[src/rtl/spi_ram_pkg.sv]
// Shared opcodes, FSM states and arbitration owner ids for the SPI RAM controller.
package spi_ram_pkg;

  localparam logic [1:0] CMD_SET_WADDR = 2'b00;
  localparam logic [1:0] CMD_WRITE     = 2'b01;
  localparam logic [1:0] CMD_SET_RADDR = 2'b10;
  localparam logic [1:0] CMD_READ      = 2'b11;

  typedef enum logic [1:0] {IDLE, ACCESS, RESP} state_t;

  typedef enum logic {OWN_SPI, OWN_HOST} owner_t;

endpackage

[src/rtl/spi_ram_sp.sv]
// Single-port synchronous RAM, read-first, one cycle read latency, no reset on contents.
module spi_ram_sp #(
  parameter int ADDR_W = 8,
  parameter int DATA_W = 8
) (
  input  logic              clk,
  input  logic              en,
  input  logic              we,
  input  logic [ADDR_W-1:0] addr,
  input  logic [DATA_W-1:0] din,
  output logic [DATA_W-1:0] dout
);

  logic [DATA_W-1:0] mem [2**ADDR_W];

  always_ff @(posedge clk) begin
    if (en) begin
      if (we) mem[addr] <= din;
      dout <= mem[addr];
    end
  end

endmodule

[src/rtl/spi_ram_ctrl.sv]
// SPI command decoder sharing one RAM with a host port via round-robin arbitration.
// Optional burst addressing (address auto-increment) enabled by defining SPI_RAM_AUTO_INC_EN.
module spi_ram_ctrl
  import spi_ram_pkg::*;
#(
  parameter int ADDR_W  = 8,
  parameter int DATA_W  = 8,
  parameter int TX_HOLD = 8
) (
  input  logic              clk,
  input  logic              rst_n,
  input  logic [9:0]        rx_data,
  input  logic              rx_valid,
  output logic [7:0]        tx_data,
  output logic              tx_valid,
  input  logic              host_req,
  input  logic              host_we,
  input  logic [ADDR_W-1:0] host_addr,
  input  logic [DATA_W-1:0] host_wdata,
  output logic              host_gnt,
  output logic              host_rvalid,
  output logic [DATA_W-1:0] host_rdata,
  output logic              spi_ovf
);

  localparam int CNT_W = $clog2(TX_HOLD + 1);

`ifdef SPI_RAM_AUTO_INC_EN
  localparam bit AUTO_INC = 1'b1;
`else
  localparam bit AUTO_INC = 1'b0;
`endif

  state_t state, state_nxt;
  owner_t owner, owner_nxt, last_winner, last_winner_nxt;

  logic              rx_valid_q, capture, enqueue, accept;
  logic [1:0]        opcode;
  logic [7:0]        payload;
  logic [ADDR_W-1:0] wr_addr, rd_addr, wr_addr_nxt, rd_addr_nxt;
  logic              spi_pend, pend_we;
  logic [ADDR_W-1:0] pend_addr;
  logic [DATA_W-1:0] pend_data;
  logic              spi_grant, resp_spi, resp_host;
  logic              ram_en, ram_we;
  logic [ADDR_W-1:0] ram_addr;
  logic [DATA_W-1:0] ram_din, ram_dout;
  logic [DATA_W-1:0] tx_hold_q, host_rdata_q;
  logic [CNT_W-1:0]  tx_cnt;

  assign opcode  = rx_data[9:8];
  assign payload = rx_data[7:0];
  assign capture = rx_valid && !rx_valid_q;
  assign enqueue = capture && (opcode == CMD_WRITE || opcode == CMD_READ);
  // The single pending slot frees up in the same cycle its entry is granted.
  assign accept  = enqueue && (!spi_pend || spi_grant);

  spi_ram_sp #(.ADDR_W(ADDR_W), .DATA_W(DATA_W)) u_ram (
    .clk  (clk),
    .en   (ram_en),
    .we   (ram_we),
    .addr (ram_addr),
    .din  (ram_din),
    .dout (ram_dout)
  );

  always_ff @(posedge clk) begin
    if (!rst_n) begin
      state       <= IDLE;
      owner       <= OWN_HOST;
      last_winner <= OWN_HOST;
    end else begin
      state       <= state_nxt;
      owner       <= owner_nxt;
      last_winner <= last_winner_nxt;
    end
  end

  always_comb begin
    state_nxt       = state;
    owner_nxt       = owner;
    last_winner_nxt = last_winner;
    ram_en          = 1'b0;
    ram_we          = 1'b0;
    ram_addr        = pend_addr;
    ram_din         = pend_data;
    host_gnt        = 1'b0;
    spi_grant       = 1'b0;
    resp_spi        = 1'b0;
    resp_host       = 1'b0;
    case (state)
      IDLE: begin
        // last_winner only moves on a tie, so it tracks who won the last contested round.
        if (spi_pend && host_req) begin
          owner_nxt       = (last_winner == OWN_HOST) ? OWN_SPI : OWN_HOST;
          last_winner_nxt = owner_nxt;
          state_nxt       = ACCESS;
        end else if (spi_pend) begin
          owner_nxt = OWN_SPI;
          state_nxt = ACCESS;
        end else if (host_req) begin
          owner_nxt = OWN_HOST;
          state_nxt = ACCESS;
        end
      end
      ACCESS: begin
        ram_en = 1'b1;
        if (owner == OWN_HOST) begin
          ram_we   = host_we;
          ram_addr = host_addr;
          ram_din  = host_wdata;
          host_gnt = 1'b1;
        end else begin
          ram_we    = pend_we;
          spi_grant = 1'b1;
        end
        state_nxt = ram_we ? IDLE : RESP;
      end
      RESP: begin
        resp_spi  = (owner == OWN_SPI);
        resp_host = (owner == OWN_HOST);
        state_nxt = IDLE;
      end
      default: state_nxt = IDLE;
    endcase
  end

  always_comb begin
    wr_addr_nxt = wr_addr;
    rd_addr_nxt = rd_addr;
    if (capture && opcode == CMD_SET_WADDR) wr_addr_nxt = ADDR_W'(payload);
    if (capture && opcode == CMD_SET_RADDR) rd_addr_nxt = ADDR_W'(payload);
    if (AUTO_INC && accept && opcode == CMD_WRITE) wr_addr_nxt = wr_addr + ADDR_W'(1);
    if (AUTO_INC && accept && opcode == CMD_READ)  rd_addr_nxt = rd_addr + ADDR_W'(1);
  end

  always_ff @(posedge clk) begin
    if (!rst_n) begin
      rx_valid_q   <= 1'b0;
      wr_addr      <= '0;
      rd_addr      <= '0;
      spi_pend     <= 1'b0;
      pend_we      <= 1'b0;
      pend_addr    <= '0;
      pend_data    <= '0;
      spi_ovf      <= 1'b0;
      tx_hold_q    <= '0;
      tx_cnt       <= '0;
      host_rdata_q <= '0;
    end else begin
      rx_valid_q <= rx_valid;
      wr_addr    <= wr_addr_nxt;
      rd_addr    <= rd_addr_nxt;
      if (accept) begin
        spi_pend  <= 1'b1;
        pend_we   <= (opcode == CMD_WRITE);
        pend_addr <= (opcode == CMD_WRITE) ? wr_addr : rd_addr;
        pend_data <= DATA_W'(payload);
      end else if (spi_grant) begin
        spi_pend <= 1'b0;
      end
      if (enqueue && !accept) spi_ovf <= 1'b1;
      if (resp_spi) begin
        tx_hold_q <= ram_dout;
        tx_cnt    <= CNT_W'(TX_HOLD - 1);
      end else if (tx_cnt != '0) begin
        tx_cnt <= tx_cnt - CNT_W'(1);
      end
      if (resp_host) host_rdata_q <= ram_dout;
    end
  end

  // RAM data is forwarded in the response cycle itself; the hold registers keep it afterwards.
  assign host_rvalid = resp_host;
  assign host_rdata  = resp_host ? ram_dout : host_rdata_q;
  assign tx_valid    = resp_spi || (tx_cnt != '0);
  assign tx_data     = resp_spi ? ram_dout : tx_hold_q;

endmodule

[config.mk]
export PLATFORM = sky130hd
export DESIGN_NAME = spi_ram_ctrl
export DESIGN_NICKNAME = d
export VERILOG_FILES = /design/src/rtl/spi_ram_pkg.sv /design/src/rtl/spi_ram_sp.sv /design/src/rtl/spi_ram_ctrl.sv
export SDC_FILE = /design/constraint.sdc
export NUM_CORES = 2
export LEC_CHECK = 0
export CAP_MARGIN = 20
export CORE_ASPECT_RATIO = 1.25
export CORE_MARGIN = 4
export CORE_UTILIZATION = 25
export CTS_CLUSTER_SIZE = 12
export DETAILED_ROUTE_END_ITERATION = 8
export DONT_BUFFER_PORTS = 1
export PLACE_DENSITY = 0.39
export RECOVER_POWER = 25
export SLEW_MARGIN = 40
export SYNTH_ARGS = -nofsm -noshare
export SYNTH_HDL_FRONTEND = slang
export SYNTH_SLANG_ARGS = --single-unit
[constraint.sdc]
create_clock -name clk -period 5.96 [get_ports clk]
set_input_delay 1.192 -clock clk [delete_from_list [all_inputs] [get_ports clk]]
set_output_delay 1.192 -clock clk [all_outputs]
set_load 0.02 [all_outputs]
# Word level (Yosys, flattened, before mapping)

Memories as Yosys holds them, arrays and structs flattened. A register that Yosys moved wholly into a read port is not among the register bits.
Cells that the tools add are included.

Bits in writable memories: 2048
Word-level logic and storage cells: 80
Memories: 1
Bits of input ports: 31
Register bits after elaboration: 60
Output and inout bits: 20

Memories:

| name      | words | width | read ports | clocked after Yosys merged registers in | wr ports | RTL line         | source |
|---|---|---|---|---|---|---|---|
| u_ram.mem | 256   | 8     | 1          | 1                                       | 1        | spi_ram_sp.sv:14 | `logic [DATA_W-1:0] mem [2**ADDR_W];` |

Equal/unequal tests: 6
Add/subtract/negate cells: 1
Mux-type cells: 33
Reductions and logical operators: 22
Bitwise operators: 2

Operators by type and width:

| operator                                          | count |
|---|---|
| two-way mux 8 bit                                 | 7 |
| two-way mux 1 bit                                 | 19 |
| two-way mux 2 bit                                 | 4 |
| logical AND 1 bit                                 | 7 |
| == test 2 bit (second input constant)             | 3 |
| two-way mux 3 bit                                 | 2 |
| == test 2 x 1 -> 1 bit (second input constant)    | 2 |
| logical NOT 2 bit                                 | 2 |
| inequality test 4 bit (second input constant)     | 1 |
| one-hot mux 2 bit (2 select lines)                | 1 |
| AND reduction 2 bit                               | 2 |
| nonzero test 2 bit                                | 2 |
| nonzero test 4 bit                                | 1 |
| subtractor 4 x 1 -> 4 bit (second input constant) | 1 |
| logical NOT 1 bit                                 | 3 |
| logical OR 1 bit                                  | 3 |
| nonzero test 3 bit                                | 1 |
| NOT 1 bit                                         | 2 |
| OR reduction 2 bit                                | 1 |

# Longest topological paths before layout

Depth after elaboration: 6
Depth in mapped cells: 15
Gate-level depth less buffers: 9

# By module

From an unflattened synthesis, not the netlist that was laid out.

Cell total of the unflattened synthesis: 3798
Area total of the unflattened synthesis: 80971.4 µm²

Modules (own cells, without submodules):

| module       | instances | sequential area each (µm²) | area an instance (µm²) | cells an instance |
|---|---|---|---|---|
| spi_ram_sp   | 1         | 61739.2                    | 78363.9                | 3525 |
| spi_ram_ctrl | 1         | 1201.2                     | 2607.5                 | 273 |

# Worst setup path after synthesis

No wires, ideal clock.

Path type: input to register
From: input port host_wdata[0]
To: memory u_ram.mem[0][0] (data pin)
Data required time: 5.139 ns
Setup slack: 0.871 ns
Library setup time: 0.821 ns
Arrival: 4.268 ns
Stages: 2
Buffers on the path: 0
Cell sequence: nand2_1 > nand2_1

Cells in the longest elaborated chain, start to end: 2

RTL lines:

| element           | RTL line            | source |
|---|---|---|
| start, declared   | spi_ram_ctrl.sv:19  | `input logic [DATA_W-1:0] host_wdata,` |
| two-way mux 8 bit | spi_ram_ctrl.sv:108 | `if (owner == OWN_HOST) begin` |
| two-way mux 8 bit | spi_ram_ctrl.sv:91  | `case (state)` |
| via ram_din[0]    | spi_ram_ctrl.sv:47  | `logic [DATA_W-1:0] ram_din, ram_dout;` |
| end, declared     | spi_ram_sp.sv:14    |  |

The timed path passes the listed nets, and every way through them passes these cells.

# Worst setup path after layout

From: register state[1]
To: register u_ram.dout[0], read port of u_ram.mem (data pin)

Cells in the longest elaborated chain, start to end: 2
Elaborated cells on any way between the ends: 3
Those cells by class: eq/ne (1); mux (2)

RTL lines:

| element                                                | RTL line           | source |
|---|---|---|
| start, declared                                        | spi_ram_ctrl.sv:34 | `state_t state, state_nxt;` |
| start signal, assigned                                 | spi_ram_ctrl.sv:73 | `state <= state_nxt;` |
| == test 2 x 1 -> 1 bit *                               | spi_ram_ctrl.sv:91 |  |
| two-way mux 8 bit or two-way mux 1 bit (tied branches) | spi_ram_ctrl.sv:91 |  |
| end, declared                                          | spi_ram_sp.sv:11   | `output logic [DATA_W-1:0] dout` |

Mark *: on every way between the ends. The rest lies on a longest branch, timed or not.
A chain may end at the register's enable or synchronous reset.

==> flow_results.org <==
** Timing
- Static timing analysis puts the maximum clock frequency at 0.203 GHz.
- Smallest hold slack :: 0.399 ns
- Final critical-path required period :: 4.92 ns
- Transition time at the pin with the least slew margin :: about 3.5 ns
- Headroom to the max-slew limit came out at -137%.
- Of the available clock period, the critical path in the final layout requires 82.5%.
- Final WS setup :: 1.04 ns
- Setup repair after global routing left no endpoint under its margin.
- The final max-slew violation count was 1007.
- Final-layout setup total negative slack :: 0 ns
- Setup violations remaining at the end of the flow were counted as 0.
- The number of hold-slack violations in the final timing report is 0.
- On the final layout, the worst clock skew is between 0.05 and 0.06 ns.

** Yosys
- Top cells by area in the synthesized netlist :: sky130_fd_sc_hd__edfxtp_1 (74%), sky130_fd_sc_hd__nand2_1 (5.4%), sky130_fd_sc_hd__mux4_2 (2.7%), sky130_fd_sc_hd__mux2i_1 (2.5%), sky130_fd_sc_hd__nand3_1 (2.4%)
- The most used flip-flop cell after synthesis is sky130_fd_sc_hd__edfxtp_1.
- Commonest cells post-synth :: sky130_fd_sc_hd__edfxtp_1 (2056), sky130_fd_sc_hd__nand2_1 (1200), sky130_fd_sc_hd__nand3_1 (392)
- Post-synth EDFFs :: 2056
- Mapped Avg Cell Area :: 14.7 um^2
- Post-synth design cell area :: approximately 83000 um^2
- Async SR Flop Fraction :: 0%
- In this run, synthesis produced a sequential element count of 2116.
- For this run, the register share of the synthesized area comes to 75.6%.
- The netlist uses 56 different library cells.
- Counting every instance in the synthesized netlist gives 5661.
- Area fraction of the dominant cell type after synthesis :: between 70 and 80%
- Number of warning messages in the yosys log :: 0
- Count leader, synth :: sky130_fd_sc_hd__edfxtp_1
- Synthesized Nets :: 5694
- Cell accounting for the most synthesized area :: sky130_fd_sc_hd__edfxtp_1

** Status
- The checks that failed: capacitance limit, slew limit.
- Result of the run :: finished, violations left

** CTS
- Clock tree synthesis selected as its root buffer the cell sky130_fd_sc_hd__clkbuf_16.
- Buffers from clock root to sink, at most :: 4
- CTS buffer count :: 222
- CTS clock-pin slew for the worst setup and hold paths :: 0.06 ns
- Clock tree from TritonCTS :: yes
- The clock net in this run drives a total of 2116 sinks.
- After clock tree synthesis, the repair step resized 0 gates.
- Post-CTS Setup Inserts :: 0
- CTS built an H-tree with a depth of 4.
- The later pin in the worst-skew pair is clocked with a latency of 0.90 ns.
- In this run, post-CTS hold repair placed 0 buffers.

** Critical path
- At the worst endpoint, the required time is 6.52 ns.
- The worst setup path is captured at a flip-flop.
- The worst setup path is launched from a flip-flop.
- Along the worst path, the maximum fanout reaches 28.
- Worst setup path class :: flip-flop to flip-flop
- Data on the critical path arrives at its endpoint at 5.48 ns.

** Global route
- Global-route wire length before repair :: 386000 um
- After global routing the overflow that remains totals 0.
- Vias in the first global route :: 49200
- Entering global routing, the biggest net connects 145 pins.
- Global-route total usage across every layer :: between 10% and 20%
- The initial antenna violation count is 2.

** Die
- The initialized floorplan defines 236 standard-cell rows.
- Die area :: 342000 um^2
- The die is approximately 650 um tall.
- Pin placement for this block handled 51 I/O pins.
- In this run the standard cell core region covers 331000 um^2.
- Horizontal die dimension :: between 500 and 600 um
- Once the floorplan was initialized, standard cells occupied 25.2% of the core.

** Pwr
- Reported leakage power :: approximately 31 nW
- In this run the power density over the cells is 339 nW/um^2.
- Worst vdd ir :: around 0.24 mV

** Placed design
- Routability-driven placement finished with a final weighted congestion of approximately 0.8.
- At the placement stage, the worst setup path has a slack of around 0.40 ns.
- In this run the cell area measured after placement is 90600 um^2.
- Counting tap cells, the placed design contains a total of 10000 instances.
- Buffers placed on the I/O ports in this run total 0.
- Detail Placement HPWL :: approximately 170000 um

** Route
- Residual antenna-violating net count after detailed routing :: 0
- After detailed routing, the total wire length is approximately 270000 um.
- After detailed routing, the average wire length per cell comes to 26.3 um.
- For this block, the initial DRC count from the detailed router was around 3800.
- After detailed routing, the number of vias per cell comes to 4.72.
- Total number of vias :: 49100
- Number of remaining DRC errors :: 0
- Count of TritonRoute iterations in the first routing pass :: 7

** Final layout
- Cells with a size suffix above 1 make up ~14% of the layout.
- Once layout is done, the placed cells without fillers occupy 96900 um^2.
- Flip-flop and latch area :: 62900 um^2
- For this run, the post-layout net count is a little under 6000.
- Area growth from synthesis to layout :: 16.4%
- Non-filler instance count after layout :: 10400
- Summing all multi-input logic gate instances after layout gives ~19000 um^2.
- The filler cells instantiated in the layout total 33200.

** Worst hold path
- The tightest min-delay check is of the input pin to flip-flop type.

** Job
- The tool flagged a number of max-cap violations equal to 13.
[metrics by stage]
step                total power, mW  util, %
global route                   34.0     29.3
CTS                            33.2     29.3
floorplan                      18.8        -
finish                         32.8     29.3
global placement               20.3     27.3
detailed placement             20.3     27.4
[power breakdown]
part	internal, mW	total [mW]	switching, mW
Combinational	0.882	3.34	2.46
Sequential	16.6	16.6	0.0413
Clock	7.06	12.9	5.79
[critical path, stage by stage (launching register included)]
cell	delay (ns)
sky130_fd_sc_hd__dfxtp_1	0.44
sky130_fd_sc_hd__nand3b_1	0.18
sky130_fd_sc_hd__buf_4	0.48
sky130_fd_sc_hd__mux2i_4	0.22
sky130_fd_sc_hd__buf_4	0.35
sky130_fd_sc_hd__o211ai_1	0.66
sky130_fd_sc_hd__buf_4	0.30
sky130_fd_sc_hd__a211oi_1	0.08
sky130_fd_sc_hd__nor4_1	0.58
sky130_fd_sc_hd__o21ai_0	0.36
sky130_fd_sc_hd__nor4_2	0.65
sky130_fd_sc_hd__buf_4	0.23
sky130_fd_sc_hd__a21oi_1	0.05
[placed cells by master (no fill, tap or decap), drive strengths merged, types with 2 or more instances in the layout]
master,instances
nor2,305
clkbuf,300
o21ai,40
diode,3
o211ai,3
xor2,2
a22oi,79
and2,18
inv,13
nor4,22
edfxtp,2056
a221oi,141
nor2b,40
and4b,3
bufinv,4
a21o,2
mux2i,205
clkinv,61
nand2,1200
a211oi,30
nand3b,3
a32oi,84
nand2b,7
mux2,23
dfxtp,60
ha,2
nand4,7
mux4,98
a21oi,295
o211a,9
a31oi,81
o21a,3
a21boi,17
buf,314
o22ai,35
a22o,8
nor3,14
a2bb2oi,7
nand3,392
xnor2,2
[registers in the layout, summed over array words and instances, names as in the netlist, 2 cells and up]
register / flops
pend_data: 8
u_ram.dout: 8
pend_addr: 8
host_rdata_q: 8
state: 2
tx_hold_q: 8
rd_addr: 8
wr_addr: 8
tx_cnt: 4
u_ram.mem: 2048
[area by class of cell]
type	instances	share of cell area, %
multi-input cells	3183	19.7
clock buffers	291	6.09
well taps	4403	5.69
clock inverters	73	0.506
inverters	6	0.0232
repair buffers	325	2.99
flip-flops and latches	2116	65.0
diodes	3	0.00775
[worst paths after layout]
check	startpoint	end	slack, ns	depth (start not counted)
max reg2reg	state[1]	u_ram.dout[0]	1.04	12
min reg2reg	rd_addr[1]	rd_addr[1]	0.46	2
max	state[1]	u_ram.dout[0]	1.04	12
min	rst_n	last_winner	0.40	1
[logic make-up (layout without fill, tap and decap cells)]
| group | Yosys count | count (layout) | synth area share (%) |
|---|---|---|---|
| AOI/OAI and AO/OA | 835 | 835 | 6.80 |
| adders and majority gates | 2 | 2 | 0.0300 |
| other | 0 | 3 | 0 |
| buffers and inverters | 362 | 695 | 2.01 |
| DFF | 2116 | 2116 | 75.6 |
| and+or+nand+nor | 2016 | 2016 | 10.1 |
| xor gates and xnor gates | 4 | 4 | 0.0421 |
| muxes | 326 | 326 | 5.43 |
[metal layers]
layer	vias up	track usage (%)	wire, um
met5	-	0	0
li1	21900	-	-
met2	1197	26.8	136000
met3	335	2.08	11900
met1	25600	20.6	119000
met4	0	3.90	6900
(Power assumes the default switching activity.)
